==> src/rtl/c_mul_ctrl.sv <==
// Iterative radix-2 shift-add multiplier controller for RV32M MUL/MULH/MULHSU/MULHU.
// Holds the front of the pipeline via o_con_mulpause while the 32 iterations run.
`timescale 1ns/1ps
module c_mul_ctrl #(
    parameter int unsigned W = 32
) (
    input  logic         i_clk,
    input  logic         i_rst,
    input  logic         i_valid,
    input  logic [1:0]   i_op,
    input  logic [W-1:0] i_rs1,
    input  logic [W-1:0] i_rs2,
    input  logic         i_flush,
    output logic         o_con_mulpause,
    output logic [W-1:0] o_result,
    output logic         o_done
);
    localparam int unsigned CntW = $clog2(W);

    typedef enum logic [1:0] {StIdle, StCalc, StDone} state_e;

    state_e          state_q, state_d;
    logic [CntW-1:0] cnt_q, cnt_d;
    logic [2*W-1:0]  acc_q, acc_d;
    logic [W-1:0]    mag1_q, mag1_d;
    logic            neg_q, neg_d;
    logic [1:0]      op_q, op_d;
    logic [W-1:0]    result_q, result_d;

    logic            rs1_neg, rs2_neg;
    logic [W-1:0]    rs1_mag, rs2_mag;
    logic [W:0]      sum;
    logic [2*W-1:0]  acc_step;
    logic [2*W-1:0]  prod;

    always_comb begin
        // rs1 is signed for every op but MULHU; rs2 only for MUL/MULH.
        rs1_neg = (i_op != 2'b11) & i_rs1[W-1];
        rs2_neg = ~i_op[1] & i_rs2[W-1];
        rs1_mag = rs1_neg ? (~i_rs1 + 1'b1) : i_rs1;
        rs2_mag = rs2_neg ? (~i_rs2 + 1'b1) : i_rs2;

        // The carry of the add lands in hi's MSB after the shift, so the carry flop is implicit.
        sum      = {1'b0, acc_q[2*W-1:W]} + (acc_q[0] ? {1'b0, mag1_q} : '0);
        acc_step = {sum, acc_q[W-1:1]};
        prod     = neg_q ? (~acc_step + 1'b1) : acc_step;
    end

    always_comb begin
        state_d  = state_q;
        cnt_d    = cnt_q;
        acc_d    = acc_q;
        mag1_d   = mag1_q;
        neg_d    = neg_q;
        op_d     = op_q;
        result_d = result_q;

        unique case (state_q)
            StIdle: begin
                if (i_valid) begin
                    state_d = StCalc;
                    cnt_d   = '0;
                    acc_d   = {{W{1'b0}}, rs2_mag};
                    mag1_d  = rs1_mag;
                    neg_d   = rs1_neg ^ rs2_neg;
                    op_d    = i_op;
                end
            end
            StCalc: begin
                acc_d = acc_step;
                cnt_d = cnt_q + 1'b1;
                if (cnt_q == CntW'(W - 1)) begin
                    state_d  = StDone;
                    result_d = (op_q == 2'b00) ? prod[W-1:0] : prod[2*W-1:W];
                end
            end
            StDone:  state_d = StIdle;
            default: state_d = StIdle;
        endcase

        if (i_flush) begin
            state_d  = StIdle;
            result_d = result_q;
        end
    end

    always_ff @(posedge i_clk or posedge i_rst) begin
        if (i_rst) begin
            state_q  <= StIdle;
            cnt_q    <= '0;
            acc_q    <= '0;
            mag1_q   <= '0;
            neg_q    <= 1'b0;
            op_q     <= 2'b00;
            result_q <= '0;
        end else begin
            state_q  <= state_d;
            cnt_q    <= cnt_d;
            acc_q    <= acc_d;
            mag1_q   <= mag1_d;
            neg_q    <= neg_d;
            op_q     <= op_d;
            result_q <= result_d;
        end
    end

    assign o_con_mulpause = ~i_flush & (((state_q == StIdle) & i_valid) | (state_q == StCalc));
    assign o_result       = result_q;
    assign o_done         = (state_q == StDone);

endmodule
==> config.mk <==
export PLATFORM = sky130hd
export DESIGN_NAME = c_mul_ctrl
export DESIGN_NICKNAME = d
export VERILOG_FILES = /design/src/rtl/c_mul_ctrl.sv
export SDC_FILE = /design/constraint.sdc
export NUM_CORES = 1
export LEC_CHECK = 0
export CORE_UTILIZATION = 59
export DETAILED_ROUTE_END_ITERATION = 8
export PLACE_DENSITY = 0.91
export SLEW_MARGIN = 10
export SYNTH_ARGS = -nofsm -noshare
export SYNTH_HDL_FRONTEND = slang
export SYNTH_SLANG_ARGS = --single-unit
==> constraint.sdc <==
create_clock -name i_clk -period 6.09 [get_ports i_clk]
set_clock_uncertainty 0.2 [all_clocks]
set_input_delay 1.827 -clock i_clk [delete_from_list [all_inputs] [get_ports i_clk]]
set_output_delay 1.827 -clock i_clk [all_outputs]
set_load 0.02 [all_outputs]
Word level (Yosys, flattened, before mapping). Cells that the tools add are included.

Input bits: 70. Register bits: 138. Word-level logic and storage cells: 50.

Reduce and logical (&&, ||, !) cells: 7. Equal/unequal tests: 7. $add $sub $neg: 5. Bitwise operators: 11. Muxes and demuxes: 13.

Operators with widths (number): two-way mux 32 bit (4); two-way mux 64 bit (2); case mux 64 bit (2 select lines) (1); adder 32 x 1 -> 32 bit (second input constant) (2); adder 64 x 1 -> 64 bit (second input constant) (1); inverter 32 bit (2); inverter 64 bit (1); adder 32 x 32 -> 33 bit (1); case mux 5 bit (2 select lines) (1); two-way mux 2 bit (3); != test 3 bit (second input constant) (2); AND reduction 2 bit (3); adder 5 x 1 -> 5 bit (second input constant) (1); equality test 5 bit (second input constant) (1); two-way mux 5 bit (1); bitwise AND 1 bit (4); zero test 2 bit (2); != test 2 bit (second input constant) (2); case mux 2 bit (2 select lines) (1); AND reduction 3 bit (1); equality test 2 x 1 -> 1 bit (second input constant) (1); equality test 2 bit (second input constant) (1); inverter 1 bit (2); nonzero test 2 bit (1); other kinds (2) (2).

Logic depth before layout (Yosys ltp). Gate-level depths: netlist of run 1.

Depth in word-level cells: 6. Gate-level depth with buffers: 14.

Worst setup path before layout of run 1. Ideal clock, no wire load.

Kind: input port to output port. Start: input i_valid. End: output o_con_mulpause. Data required time: 4.063 ns. Stages: 4. Path buffers: 1. Data arrival time: 2.738 ns. Path slack: 1.325 ns. Cells stage by stage: and2_0 -> nor2_1 -> clkbuf_1 -> nor2_1.

Longest elaborated chain between the ends: 3.

Ends and longest elaborated chain: from (decl) (line 9) `input logic i_valid,`; bitwise AND 1 bit (line 107) `assign o_con_mulpause = ~i_flush & (((state_q == StIdle) & i_valid) | (state_q == StCalc));`; OR 1 bit (line 107); bitwise AND 1 bit (line 107); to (decl) (line 14) `output logic o_con_mulpause,`.

No other way between the ends.

Worst setup path in the final report of run 1. Same ends and word-level chain as after synthesis.

==> results.tsv, run 1 <==
stage	metric	value	unit
run_status	status	complete, no violations	
timing	worst_slew_margin_rel	22.70	%
cells_and_area	nFillCells	1333	
setup_path	crit_arrival	3.31	ns
synth	synthSimpleGateAreaFrac	22.06	%
synth	synth_area	10610	µm²
floorplanning	fp.coreArea	17420	µm²
global_routing	antenna_found_initial	0	
clock_tree	clock_sinks	138	
clock_tree	cts_setup_buffers	0	
synth	synth.distinct_cells	71	
drt	vias	10359	
synth	synth_nets	1422	
synth	synthTopCellsByArea	dfrtp_1, o21ai_0, xor2_1	
clock_tree	clockRootBuffer	clkbuf_16	
timing	hold_viol	0	
power_and_ir_drop	peakVddDrop	0.2562	mV
drt	drcViolationCount	0	
power_and_ir_drop	total_power	3963	µW
cells_and_area	regArea	3453	µm²
synth	synthAdderAreaFrac	4.553	%
setup_path	path_class	in2out	
cells_and_area	nets	1474	
setup_path	endpoint_kind	output port	
setup_path	crit_fanout	3	
drt	drtPass1Iterations	6	
synth	synth_top_area_share	32.55	%
cells_and_area	final_cell_mix	o21ai_0, nand2_1, dfrtp_1	
timing	setup_violations	0	
synth	synth-seq-cells	138	
synth	synth_cells	1314	
drt	avgRoutedWirePerCell	18.03	µm
timing	finalCritPeriodShare	87.67	%
floorplanning	fp-row-count	48	
clock_tree	cts_buffers	17	
run	maxCapViolCount	0	
global_routing	grt.total_usage	32.49	%
place	placed_area	11720	µm²
timing	slew_violations	0	
timing	clock.fmax	0.1873	GHz
cells_and_area	diodes	0	
cells_and_area	syn2layout_area_growth	16.66	%
synth	synthFlopType	dfrtp_1	
synth	synth_top_family_by_area	compound AO/OA/AOI/OAI gates	
synth	yosys.area_share.xor_xnor	10.90	%
clock_tree	htreeDepth	4	
global_routing	grt_pass1_wl	47620	µm
hold_path	worstHoldPathType	reg2reg	
cells_and_area	design_area	12370	µm²
floorplanning	dieArea	18520	µm²
global_routing	grt_max_degree	97	
place	post-dp-hpwl	20670	µm
global_routing	grt_pass1_vias	9830	
timing	rsz0062_at_grt	no	
drt	wirelength	28920	µm
global_routing	busiest_layer	met2	
global_routing	use_met1	41.24	%
timing	post-route-min-period	5.339	ns
setup_path	required	4.06	ns
timing	setup_tns	0	ns
clock_tree	path_clk_slew	0.06	ns
synth	yosysSeqAreaShare	32.55	%
clock_tree	cts_resized	0	
clock_tree	cts_tree	done	
cells_and_area	drive_above_1_share	5.366	%
timing	tightest_slew	1.159	ns
place	place_inst	1572	
power_and_ir_drop	p_leak	0.005195	µW
power_and_ir_drop	power_density	320.3	nW/µm²
place	place.gp.congestion	0.9599	
drt	via_per_inst	6.458	
clock_tree	hold_buffers	0	
global_routing	grt_use_met3	5.332	%
cells_and_area	final_common_cell	o21ai_0	
drt	dr.first_iter.drc_count	1009	
floorplanning	die_h	136.1	µm
synth	async_flop_share	100.0	%
synth	post_synth.cell_area_avg	8.073	µm²
cells_and_area	instances_no_fill	1604	
setup_path	start_kind	primary input	
synth	synth_area_leader_cell	dfrtp_1	
synth	ys_warn_count	0	
floorplanning	boundaryPins	104	
global_routing	globalRouteOverflowTotal	0	
synth	synth_compound_area_share	25.31	%
synth	synthMuxAreaShare	1.073	%
cells_and_area	multi_input_area	6790	µm²
clock_tree	cts_buffer_depth	2	
drt	antenna_left	0	
synth	synth-edff-count	0	
place	port_buffers	103	
clock_tree	insertion_delay	0.44	ns
floorplanning	die-width	136.1	µm
global_routing	met2_usage	53.55	%
floorplanning	initial_core_util	60.91	%
synth_stat cells (all sizes together) (16+ instances only):
| library cell | n |
|---|---|
| xor2 | 77 |
| dfrtp | 138 |
| nor2 | 89 |
| o21ai | 181 |
| a21oi | 78 |
| o31ai | 28 |
| or4 | 19 |
| a21o | 16 |
| nor4 | 16 |
| a22oi | 32 |
| nor3 | 21 |
| clkbuf | 77 |
| ha | 37 |
| xnor2 | 55 |
| nand3 | 46 |
| inv | 17 |
| nand2 | 163 |
| and2 | 40 |
metal layers:
layer,routed length (µm),part of all wire (%),vias to the layer above
met4,1162,4.0,0
li1,-,-,4886
met1,11900,41,4991
met2,14080,49,392
met5,0,0,-
met3,1775,6.1,90
per-stage QoR:
stage | hold slack (ns) | setup slack [ns] | utilization, %
3_5_place_dp | 0.2660 | 0.7544 | 67.26
5_1_grt | 0.2986 | 0.5742 | 71.05
3_3_place_gp | 0.2585 | 0.7754 | 67.26
2_1_floorplan | 0.2418 | 0.3668 | -
6_report | 0.2726 | 0.7507 | 71.05
4_1_cts | 0.2767 | 0.7412 | 71.05
kinds of logic after synthesis:
logic type / after synthesis
AOI/OAI and AO/OA: 432
xor gates and xnor gates: 132
adders and majority gates: 38
buffers and inverters: 99
DFF: 138
muxes: 11
and+or+nand+nor: 464
sequential cells by signal, summed over array words and instances (netlist names):
| signal | count |
|---|---|
| neg_q | 1 |
| cnt_q | 5 |
| acc_q | 64 |
| op_q | 2 |
| mag1_q | 32 |
| o_result | 32 |
| state_q | 2 |
cell type report:
| cell class | instances | area share, % |
|---|---|---|
| tap | 225 | 2.275 |
| inverter | 17 | 0.5561 |
| clock inverter | 14 | 1.780 |
| multi-input combinational | 1077 | 54.87 |
| timing repair buffer | 115 | 9.060 |
| clock buffer | 18 | 3.549 |
| sequential | 138 | 27.91 |
final timing paths:
check / startpoint / endpoint / slack, ns / cells after the start
max: i_valid / o_con_mulpause / 0.75 / 5
min: mag1_q[13]$_DFFE_PP0P_ / mag1_q[13]$_DFFE_PP0P_ / 0.27 / 2
max reg2reg: acc_q[0]$_DFFE_PP0P_ / o_result[29]$_DFFE_PP0P_ / 1.02 / 12
min reg2reg: mag1_q[13]$_DFFE_PP0P_ / mag1_q[13]$_DFFE_PP0P_ / 0.27 / 2
max in group asynchronous: i_rst / acc_q[20]$_DFFE_PP0P_ / 3.03 / 3
min in group asynchronous: i_rst / mag1_q[4]$_DFFE_PP0P_ / 1.71 / 2
critical path, stage by stage:
cell and delay, ns:
clkdlybuf4s50_1 0.54, and2_0 0.20, nor2_2 0.06, nor2_1 0.09
clkdlybuf4s50_1 0.60
report_power, final:
group | internal [µW] | switching [µW] | total, µW
combinational | 589 | 985 | 1570
sequential | 1070 | 158 | 1220
clock | 739 | 426 | 1170
total | 2390 | 1570 | 3960
Note: power is estimated with default switching activity, not from simulation.
==> run 2, diff against run 1 <==
--- a/config.mk
+++ b/config.mk
@@ -8,7 +8,7 @@
 export CORE_UTILIZATION = 59
 export DETAILED_ROUTE_END_ITERATION = 8
 export PLACE_DENSITY = 0.91
-export SLEW_MARGIN = 10
+export SKIP_CTS_REPAIR_TIMING = 1
 export SYNTH_ARGS = -nofsm -noshare
 export SYNTH_HDL_FRONTEND = slang
 export SYNTH_SLANG_ARGS = --single-unit
==> results of run 2 <==
No change in the layout: final DEF, timing and power equal those of run 1.
